`src/rtl/uart_controller.sv`:
```
// uart_controller: memory-mapped 8N1 UART with TX/RX FIFOs, programmable baud divisor and level interrupt.
module uart_controller #(
  parameter int FIFO_DEPTH  = 8,
  parameter int DEFAULT_DIV = 868
) (
  input  logic        clk_i,
  input  logic        rst_i,
  input  logic        we_i,
  input  logic        re_i,
  input  logic [3:0]  be_i,
  input  logic [14:0] addr_i,
  input  logic [31:0] wdata_i,
  output logic [31:0] rdata_o,
  output logic        tx_o,
  input  logic        rx_i,
  output logic        irq_o
);
  localparam int AW = $clog2(FIFO_DEPTH);
  typedef enum logic [1:0] {IDLE, START, DATA, STOP} state_t;
  logic        r_tx_en, r_rx_en, r_ie_rx, r_ie_tx, r_overrun, r_frame_err, r_irq, r_tx_o;
  logic [15:0] r_baud_div, r_tx_cnt, r_tx_div, r_rx_cnt, r_rx_div;
  logic [7:0]  r_tx_mem [FIFO_DEPTH];
  logic [7:0]  r_rx_mem [FIFO_DEPTH];
  logic [AW:0] r_tx_wp, r_tx_rp, r_rx_wp, r_rx_rp;
  logic [7:0]  r_tx_sh, r_rx_sh;
  logic [2:0]  r_tx_bit, r_rx_bit, r_rx_sync;
  state_t      r_tx_st, r_rx_st;
  logic        w_sel_ctrl, w_sel_stat, w_sel_txd, w_sel_rxd, w_wr_ctrl, w_wr_stat;
  logic        w_tx_full, w_tx_empty, w_rx_full, w_rx_empty, w_tx_push, w_tx_pop, w_rx_push, w_rx_pop;
  logic        w_tx_end, w_rx_tick, w_rx, w_rx_fall, w_rx_stop, w_set_ovr, w_set_fe, w_unused;
  logic [15:0] w_div;
  assign w_sel_ctrl = addr_i[10:2] == 9'd0;
  assign w_sel_stat = addr_i[10:2] == 9'd1;
  assign w_sel_txd  = addr_i[10:2] == 9'd2;
  assign w_sel_rxd  = addr_i[10:2] == 9'd3;
  assign w_wr_ctrl  = we_i & w_sel_ctrl;
  assign w_wr_stat  = we_i & w_sel_stat & be_i[0];
  assign w_unused   = ^{addr_i[14:11], addr_i[1:0], be_i[1], wdata_i[15:8]};
  assign w_div      = (r_baud_div < 16'd2) ? 16'd2 : r_baud_div;
  assign w_tx_empty = r_tx_wp == r_tx_rp;
  assign w_rx_empty = r_rx_wp == r_rx_rp;
  assign w_tx_full  = (r_tx_wp[AW] != r_tx_rp[AW]) && (r_tx_wp[AW-1:0] == r_tx_rp[AW-1:0]);
  assign w_rx_full  = (r_rx_wp[AW] != r_rx_rp[AW]) && (r_rx_wp[AW-1:0] == r_rx_rp[AW-1:0]);
  assign w_tx_end   = (r_tx_st != IDLE) && (r_tx_cnt == r_tx_div - 16'd1);
  assign w_tx_pop   = r_tx_en & ~w_tx_empty & ((r_tx_st == IDLE) | ((r_tx_st == STOP) & w_tx_end));
  assign w_tx_push  = we_i & w_sel_txd & be_i[0] & (~w_tx_full | w_tx_pop);
  assign w_rx       = r_rx_sync[1];
  assign w_rx_fall  = r_rx_sync[2] & ~r_rx_sync[1];
  // START samples mid-bit; later states sample a full bit period after the previous sample
  assign w_rx_tick  = (r_rx_st == START) ? (r_rx_cnt == (r_rx_div >> 1) - 16'd1)
                    : (r_rx_st != IDLE) && (r_rx_cnt == r_rx_div - 16'd1);
  assign w_rx_stop  = r_rx_en & (r_rx_st == STOP) & w_rx_tick;
  assign w_rx_pop   = re_i & w_sel_rxd & ~w_rx_empty;
  assign w_rx_push  = w_rx_stop & w_rx & (~w_rx_full | w_rx_pop);
  assign w_set_ovr  = w_rx_stop & w_rx & w_rx_full & ~w_rx_pop;
  assign w_set_fe   = w_rx_stop & ~w_rx;
  assign tx_o       = r_tx_o;
  assign irq_o      = r_irq;
  assign rdata_o    = w_sel_ctrl ? {r_baud_div, 12'd0, r_ie_tx, r_ie_rx, r_rx_en, r_tx_en}
                    : w_sel_stat ? {26'd0, r_frame_err, r_overrun, w_rx_empty, w_rx_full, w_tx_empty, w_tx_full}
                    : w_sel_rxd  ? {23'd0, ~w_rx_empty, r_rx_mem[r_rx_rp[AW-1:0]]} : 32'd0;
  always_ff @(posedge clk_i) begin
    if (!rst_i) begin
      {r_ie_tx, r_ie_rx, r_rx_en, r_tx_en} <= 4'd0;
      r_baud_div <= 16'(DEFAULT_DIV);
      r_overrun <= 1'b0;
      r_frame_err <= 1'b0;
      r_irq <= 1'b0;
      r_tx_wp <= '0;
      r_tx_rp <= '0;
      r_rx_wp <= '0;
      r_rx_rp <= '0;
    end else begin
      if (w_wr_ctrl && be_i[0]) {r_ie_tx, r_ie_rx, r_rx_en, r_tx_en} <= wdata_i[3:0];
      if (w_wr_ctrl && be_i[2]) r_baud_div[7:0] <= wdata_i[23:16];
      if (w_wr_ctrl && be_i[3]) r_baud_div[15:8] <= wdata_i[31:24];
      r_overrun <= w_set_ovr | (r_overrun & ~(w_wr_stat & wdata_i[4]));
      r_frame_err <= w_set_fe | (r_frame_err & ~(w_wr_stat & wdata_i[5]));
      r_irq <= (r_ie_rx & ~w_rx_empty) | (r_ie_tx & w_tx_empty) | r_overrun | r_frame_err;
      r_tx_wp <= r_tx_wp + {{AW{1'b0}}, w_tx_push};
      r_tx_rp <= r_tx_rp + {{AW{1'b0}}, w_tx_pop};
      r_rx_wp <= r_rx_wp + {{AW{1'b0}}, w_rx_push};
      r_rx_rp <= r_rx_rp + {{AW{1'b0}}, w_rx_pop};
    end
  end
  always_ff @(posedge clk_i) begin
    if (w_tx_push) r_tx_mem[r_tx_wp[AW-1:0]] <= wdata_i[7:0];
    if (w_rx_push) r_rx_mem[r_rx_wp[AW-1:0]] <= r_rx_sh;
  end
  always_ff @(posedge clk_i) begin
    if (!rst_i) begin
      r_tx_st <= IDLE;
      r_tx_o <= 1'b1;
      r_tx_cnt <= '0;
      r_tx_div <= 16'd2;
      r_tx_bit <= '0;
      r_tx_sh <= '0;
    end else begin
      r_tx_cnt <= (r_tx_st == IDLE || w_tx_end) ? 16'd0 : r_tx_cnt + 16'd1;
      if (w_tx_pop) begin
        r_tx_st <= START;
        r_tx_o <= 1'b0;
        r_tx_sh <= r_tx_mem[r_tx_rp[AW-1:0]];
        r_tx_div <= w_div;
      end else if (w_tx_end) begin
        case (r_tx_st)
          START: begin
            r_tx_st <= DATA;
            r_tx_o <= r_tx_sh[0];
            r_tx_bit <= '0;
          end
          DATA: begin
            r_tx_st <= (r_tx_bit == 3'd7) ? STOP : DATA;
            r_tx_o <= (r_tx_bit == 3'd7) ? 1'b1 : r_tx_sh[1];
            r_tx_sh <= r_tx_sh >> 1;
            r_tx_bit <= r_tx_bit + 3'd1;
          end
          default: r_tx_st <= IDLE;
        endcase
      end
    end
  end
  always_ff @(posedge clk_i) begin
    if (!rst_i) begin
      r_rx_sync <= 3'b111;
      r_rx_st <= IDLE;
      r_rx_cnt <= '0;
      r_rx_div <= 16'd2;
      r_rx_bit <= '0;
      r_rx_sh <= '0;
    end else begin
      r_rx_sync <= {r_rx_sync[1:0], rx_i};
      r_rx_cnt <= (r_rx_st == IDLE || w_rx_tick) ? 16'd0 : r_rx_cnt + 16'd1;
      if (!r_rx_en) r_rx_st <= IDLE;
      else case (r_rx_st)
        IDLE: if (w_rx_fall) begin
          r_rx_st <= START;
          r_rx_div <= w_div;
        end
        START: if (w_rx_tick) begin
          r_rx_st <= w_rx ? IDLE : DATA;
          r_rx_bit <= '0;
        end
        DATA: if (w_rx_tick) begin
          r_rx_sh <= {w_rx, r_rx_sh[7:1]};
          r_rx_bit <= r_rx_bit + 3'd1;
          if (r_rx_bit == 3'd7) r_rx_st <= STOP;
        end
        default: if (w_rx_tick) r_rx_st <= IDLE;
      endcase
    end
  end
endmodule

```
`config.mk`:
```
export PLATFORM = sky130hd
export DESIGN_NAME = uart_controller
export DESIGN_NICKNAME = d
export VERILOG_FILES = /design/src/rtl/uart_controller.sv
export SDC_FILE = /design/constraint.sdc
export NUM_CORES = 1
export LEC_CHECK = 0
export ABC_CLOCK_PERIOD_IN_PS = 4350
export CORE_UTILIZATION = 64
export CTS_CLUSTER_SIZE = 8
export DETAILED_ROUTE_END_ITERATION = 12
export DONT_BUFFER_PORTS = 1
export PLACE_DENSITY = 0.87
export RECOVER_POWER = 100
export SYNTH_ARGS = -nofsm -noshare
export SYNTH_HDL_FRONTEND = slang
export SYNTH_SLANG_ARGS = --single-unit
```
`constraint.sdc`:
```
create_clock -name clk_i -period 4.35 [get_ports clk_i]
set_input_delay 0.435 -clock clk_i [delete_from_list [all_inputs] [get_ports clk_i]]
set_output_delay 0.435 -clock clk_i [all_outputs]
set_load 0.03 [all_outputs]
```
Yosys cells after proc, flatten, opt, wreduce, memory -nomap -nowiden
Memory sizes are Yosys's and may differ from the RTL's. A register that Yosys moved wholly into a read port is not among the register bits.
Index checks and enable logic that the tools add are counted.
- register bits: 133
- latch bits: 0
- RAM bits: 128
- memory bits (read-only): 0
- input bits: 56
- output and inout port bits: 34
- logic and storage cells: 171
- memories kept: 2
- $add $sub $neg: 11
- multipliers: 0
- divide/modulo/power cells: 0
- $lt $le $gt $ge: 1
- equality and inequality tests: 24
- shifts and indexed selects: 0
- mux-type cells: 33
- bitwise logic cells: 43
- reduce and logical (&&, ||, !) cells: 31
- memory list (memory ; depth ; width ; read ports ; clocked after memory_dff ; wr ports ; RTL line ; source):
    r_rx_mem ; 8 ; 8 ; 1 ; 1 ; 1 ; 23 ; logic [7:0] r_rx_mem [FIFO_DEPTH];
    r_tx_mem ; 8 ; 8 ; 1 ; 1 ; 1 ; 22 ; logic [7:0] r_tx_mem [FIFO_DEPTH];
- operators with widths (cell ; count):
    $eq 16x16->1 ; 3
    $add 16x1->16 const B ; 2
    $mux 32 ; 1
    $sub 16x1->16 const B ; 2
    $and 1x1->1 ; 25
    $mux 8 ; 3
    $eq 9x2->1 const B ; 2
    $mux 9 ; 2
    $add 4x1->4 ; 4
    $lt 16x2->1 const B ; 1
    $mux 16 ; 1
    $sub 15x1->16 const B ; 1
    $reduce_bool 2->1 ; 7
    $mux 2 ; 6
    $mux 3 ; 4
    $pmux 3 s2 ; 2
    $mux 1 ; 11
    $not 1->1 ; 10
    $eq 9x1->1 const B ; 1
    $logic_not 9->1 ; 1
    $reduce_and 3->1 ; 3
    $eq 2x2->1 const B ; 4
    $eq 4x4->1 ; 2
    $ne 2x2->1 const B ; 4
    other kinds (17) ; 41

Longest topological paths before layout
- depth in word-level cells: 10
- mapped depth: 16
- depth with buffers taken out: 15

Least setup slack after synthesis
No wires, ideal clock.
- kind: in2reg
- from: input port addr_i[5]
- to: memory r_rx_mem[0][0] (enable)
- library setup time: 0.395 ns
- arrival time: 3.743 ns
- required time: 3.955 ns
- setup slack: 0.212 ns
- cell stages on the path: 10
- buffers on the path: 2
- cell sequence: nor4_1 nand2_1 or4_1 clkbuf_1 a21oi_1 and2_2 nor2_1 or4_4 buf_6 nor4_1
- word-level cells in the longest chain between the ends: 7
- ends and longest elaborated chain (item ; RTL line ; source):
    from (decl) ; 11 ; input logic [14:0] addr_i,
    $eq 9x2->1 ; 35 ; assign w_sel_rxd = addr_i[10:2] == 9'd3;
    $and 1x1->1 (2 in a row) ; 53 ; assign w_rx_pop = re_i & w_sel_rxd & ~w_rx_empty;
    $or 1x1->1 ; 54 ; assign w_rx_push = w_rx_stop & w_rx & (~w_rx_full | w_rx_pop);
    $and 1x1->1 ; 54 ;
    $mux 1 ; 88 ; if (w_rx_push) r_rx_mem[r_rx_wp[AW-1:0]] <= r_rx_sh;
    $mux 1 (not written as such) ; 88 ;
    to (decl) ; 23 ;
Every way passes these cells.

Worst setup path after layout
- from: register r_rx_div[1]
- to: memory r_rx_mem[2][3] (enable)
- word-level cells in the longest chain between the ends: 9
- elaborated cells on any way between the ends: 11
- those cells by class: add/sub: 2; eq/ne: 2; mux: 3; bitwise: 3; reduce/logical: 1
- ends and longest elaborated chain (item ; RTL line ; source):
    from (decl) ; 21 ; logic [15:0] r_baud_div, r_tx_cnt, r_tx_div, r_rx_cnt, r_rx_div;
    from (signal assigned) ; 138 ; r_rx_div <= w_div;
    $sub 16x1->16 ; 51 ; : (r_rx_st != IDLE) && (r_rx_cnt == r_rx_div - 16'd1);
    $eq 16x16->1 ; 51 ;
    $logic_and 1x1->1 ; 51 ;
    $mux 1 * ; 50 ; assign w_rx_tick = (r_rx_st == START) ? (r_rx_cnt == (r_rx_div >> 1) - 16'd1)
    $and 1x1->1 * ; 52 ; assign w_rx_stop = r_rx_en & (r_rx_st == STOP) & w_rx_tick;
    $and 1x1->1 * (2 in a row) ; 54 ;
    $mux 1 * ; 88 ;
    $mux 1 (not written as such) * ; 88 ;
Every way passes the cells marked *; elsewhere a longest branch is shown, timed or not.

==> flow_summary.yaml <==
placement:
  dp_hpwl_um: 19600
  place.gp.congestion: 0.944
  port_buffers: 0
cells_and_area:
  syn2layout_area_growth_pct: 9.80
  final_cell_mix: "dfxtp_1, edfxtp_1, nand2_1"
  drive_gt1_frac: 0.105
  fin_util: 0.725
  nets: 1265
  layout_commonest_cell: "dfxtp_1"
  nFillCells: 1345
worst_setup_path:
  arrival_ns: 4.29
  endpoint_kind: "flop"
  cp_max_fo: 13
  crit_type: "reg -> reg"
  setup.worst_path.start_class: "flop"
  cp_data_required_time_ns: 4.53
cts:
  post_cts_buffers: 0
  cts_buffers: 38
  clk_latency_ns: 0.53
  root_buffer: "clkbuf_16"
  clock_sinks: 261
  htreeDepth: 2
  path_clk_slew_ns: 0.05
  cts_tree: "built"
  clk_path_buf_depth: 3
synth:
  ys_seq_elements: 261
  syn_avg_cell_area_sq_um: 11.1
  syn_area_sq_um: 13000
  ys_warn_count: 0
  ys.flop_type: "dfxtp_1"
  synth_edf_count: 128
  synthDistinctLibCells: 83
  postSynthCellCount: 1174
  ys_async_sr_fraction: 0
  seq_area_frac_synth: 0.500
pwr:
  p_per_area_nw_per_um2: 370
  total_leakage_power_nw: 5.18
  ir_drop_v: 0.000368
detailed_routing:
  vias: 9194
  viasPerCell: 6.24
  ant_nets: 0
  drt-initial-drc-count: 749
  drc_errors: 0
  avgRoutedWirePerCell_um: 20.6
  drt_wl_total_um: 30400
  drtPass1Iterations: 5
floorplanning:
  die-area_sq_um: 20900
  ioPinCount: 90
  rows: 51
  core_sq_um: 19700
  die_y_um: 145
  fp.dieW_um: 145
  start_util: 0.660
timing:
  setup_violations: 0
  fin_crit_ns: 4.10
  max_slew_margin: 0.00976
  clock_skew_ns: 0.0258
  rsz0062_at_grt: "false"
  drv_slew: 0
  finalHoldViolations: 0
  finalSetupTns_ns: 0
  fin_crit_sh: 0.943
  whs_ns: 0.0193
  clock.fmax_mhz: 244
  worst_slew_pin_slew_ns: 1.49
worst_hold_path:
  min_path_type: "in -> reg"
grt:
  antenna_found_initial: 1
  grt_usage: 0.297
  grt_pass1_vias: 8915
  grt_overflow_total: 0
  grt_max_degree: 104
  grt_pass1_wl_um: 46900
run:
  cap_violations: 0
run_status:
  status: "completed"
## worst max-delay path, cell delays in order (launching register included)
cell	delay, ns
dfxtp_1	0.32
inv_1	0.10
ha_1	0.41
a21boi_1	0.56
and3_4	0.33
xnor2_1	0.07
a211o_1	0.31
a21oi_2	0.24
nand3_2	0.12
or4_4	0.63
nor4b_2	0.37
clkbuf_1	0.31
## flip-flops by register name, indices dropped and copies added, names as in the netlist, 2 cells and up
signal      cells
r_tx_bit        3
r_rx_div       16
r_tx_rp         4
r_tx_cnt       16
r_tx_st         2
r_rx_mem       64
r_tx_mem       64
r_rx_wp         4
r_rx_rp         4
r_tx_div       16
r_rx_bit        3
r_baud_div     16
r_tx_sh         8
r_rx_sync       3
r_rx_cnt       16
r_rx_st         2
r_rx_sh         8
r_tx_wp         4
## per-stage QoR
step	worst slack (ns)	std cells	power, mW	cell area, sq um
finish	0.247	1473	5.29	14300
global route	0.0537	1473	5.43	14300
detailed placement	0.450	1395	2.64	13100
CTS	0.390	1465	5.30	14300
global placement	0.504	1395	2.64	13100
floorplan	0.212	1180	2.66	13000
## repair_timing
action                    CTS  global route
hold buffers               10             7
resized for setup           0             0
hold endpoints to repair   43            16
## logic make-up after synthesis
logic type	after synthesis	share of synthesized area
compound gates	164	0.0898
other cells	1	0.000288
fa+ha+maj	22	0.0211
buf+inv	109	0.0448
mux	85	0.0968
simple gates	433	0.181
xor+xnor	99	0.0666
flops	261	0.500
## layer usage
metal / GRT usage / routed length (um) / up-vias
met1: 0.371 / 12000 / 4489
li1: - / - / 4264
met3: 0.0682 / 2430 / 80
met2: 0.496 / 15000 / 361
met5: 0 / 0 / -
met4: 0.122 / 1000 / 0
## cell type report
| cell class | instances | area, sq um | share of cell area |
|---|---|---|---|
| Multi-Input combinational cell | 810 | 5930 | 0.415 |
| Timing Repair Buffer | 52 | 358 | 0.0250 |
| Clock inverter | 2 | 38.8 | 0.00271 |
| Inverter | 24 | 90.1 | 0.00630 |
| Tap cell | 265 | 332 | 0.0232 |
| Antenna cell | 1 | 2.50 | 0.000175 |
| Clock buffer | 58 | 1040 | 0.0725 |
| Sequential cell | 261 | 6510 | 0.455 |
## synthesized netlist by cell type, types with 24 or more instances
master      n  area share
dfxtp_1   133        0.20
edfxtp_1  128        0.30
nand2_1   115       0.033
nor2_1     79       0.023
xor2_1     50       0.034
xnor2_1    49       0.033
clkbuf_1   46       0.013
mux2i_1    46       0.035
nand3_1    45       0.017
a21boi_0   39       0.022
mux4_2     32       0.055
and3_1     31       0.015
nor2b_1    29       0.014
o21ai_0    26       0.010
a21oi_1    25      0.0096
inv_1      24      0.0069
## worst paths after layout
kind	slack, ns	from	cells after the start	endpoint
setup / recovery	0.25	r_rx_div[1]$_SDFFE_PN1P_	11	r_rx_mem[2][3]$_DFFE_PP_
setup reg to reg	0.25	r_rx_div[1]$_SDFFE_PN1P_	11	r_rx_mem[2][3]$_DFFE_PP_
hold / removal	0.02	wdata_i[5]	0	r_tx_mem[1][5]$_DFFE_PP_
hold reg to reg	0.41	r_rx_sync[0]$_SDFF_PN1_	1	r_rx_sync[1]$_SDFF_PN1_
## report_power, final
group	internal [mW]	switching [mW]
Clock	1.63	1.05
Combinational	0.0206	0.0233
Sequential	2.57	0.000979
Power figures use the tool's default switching activity.
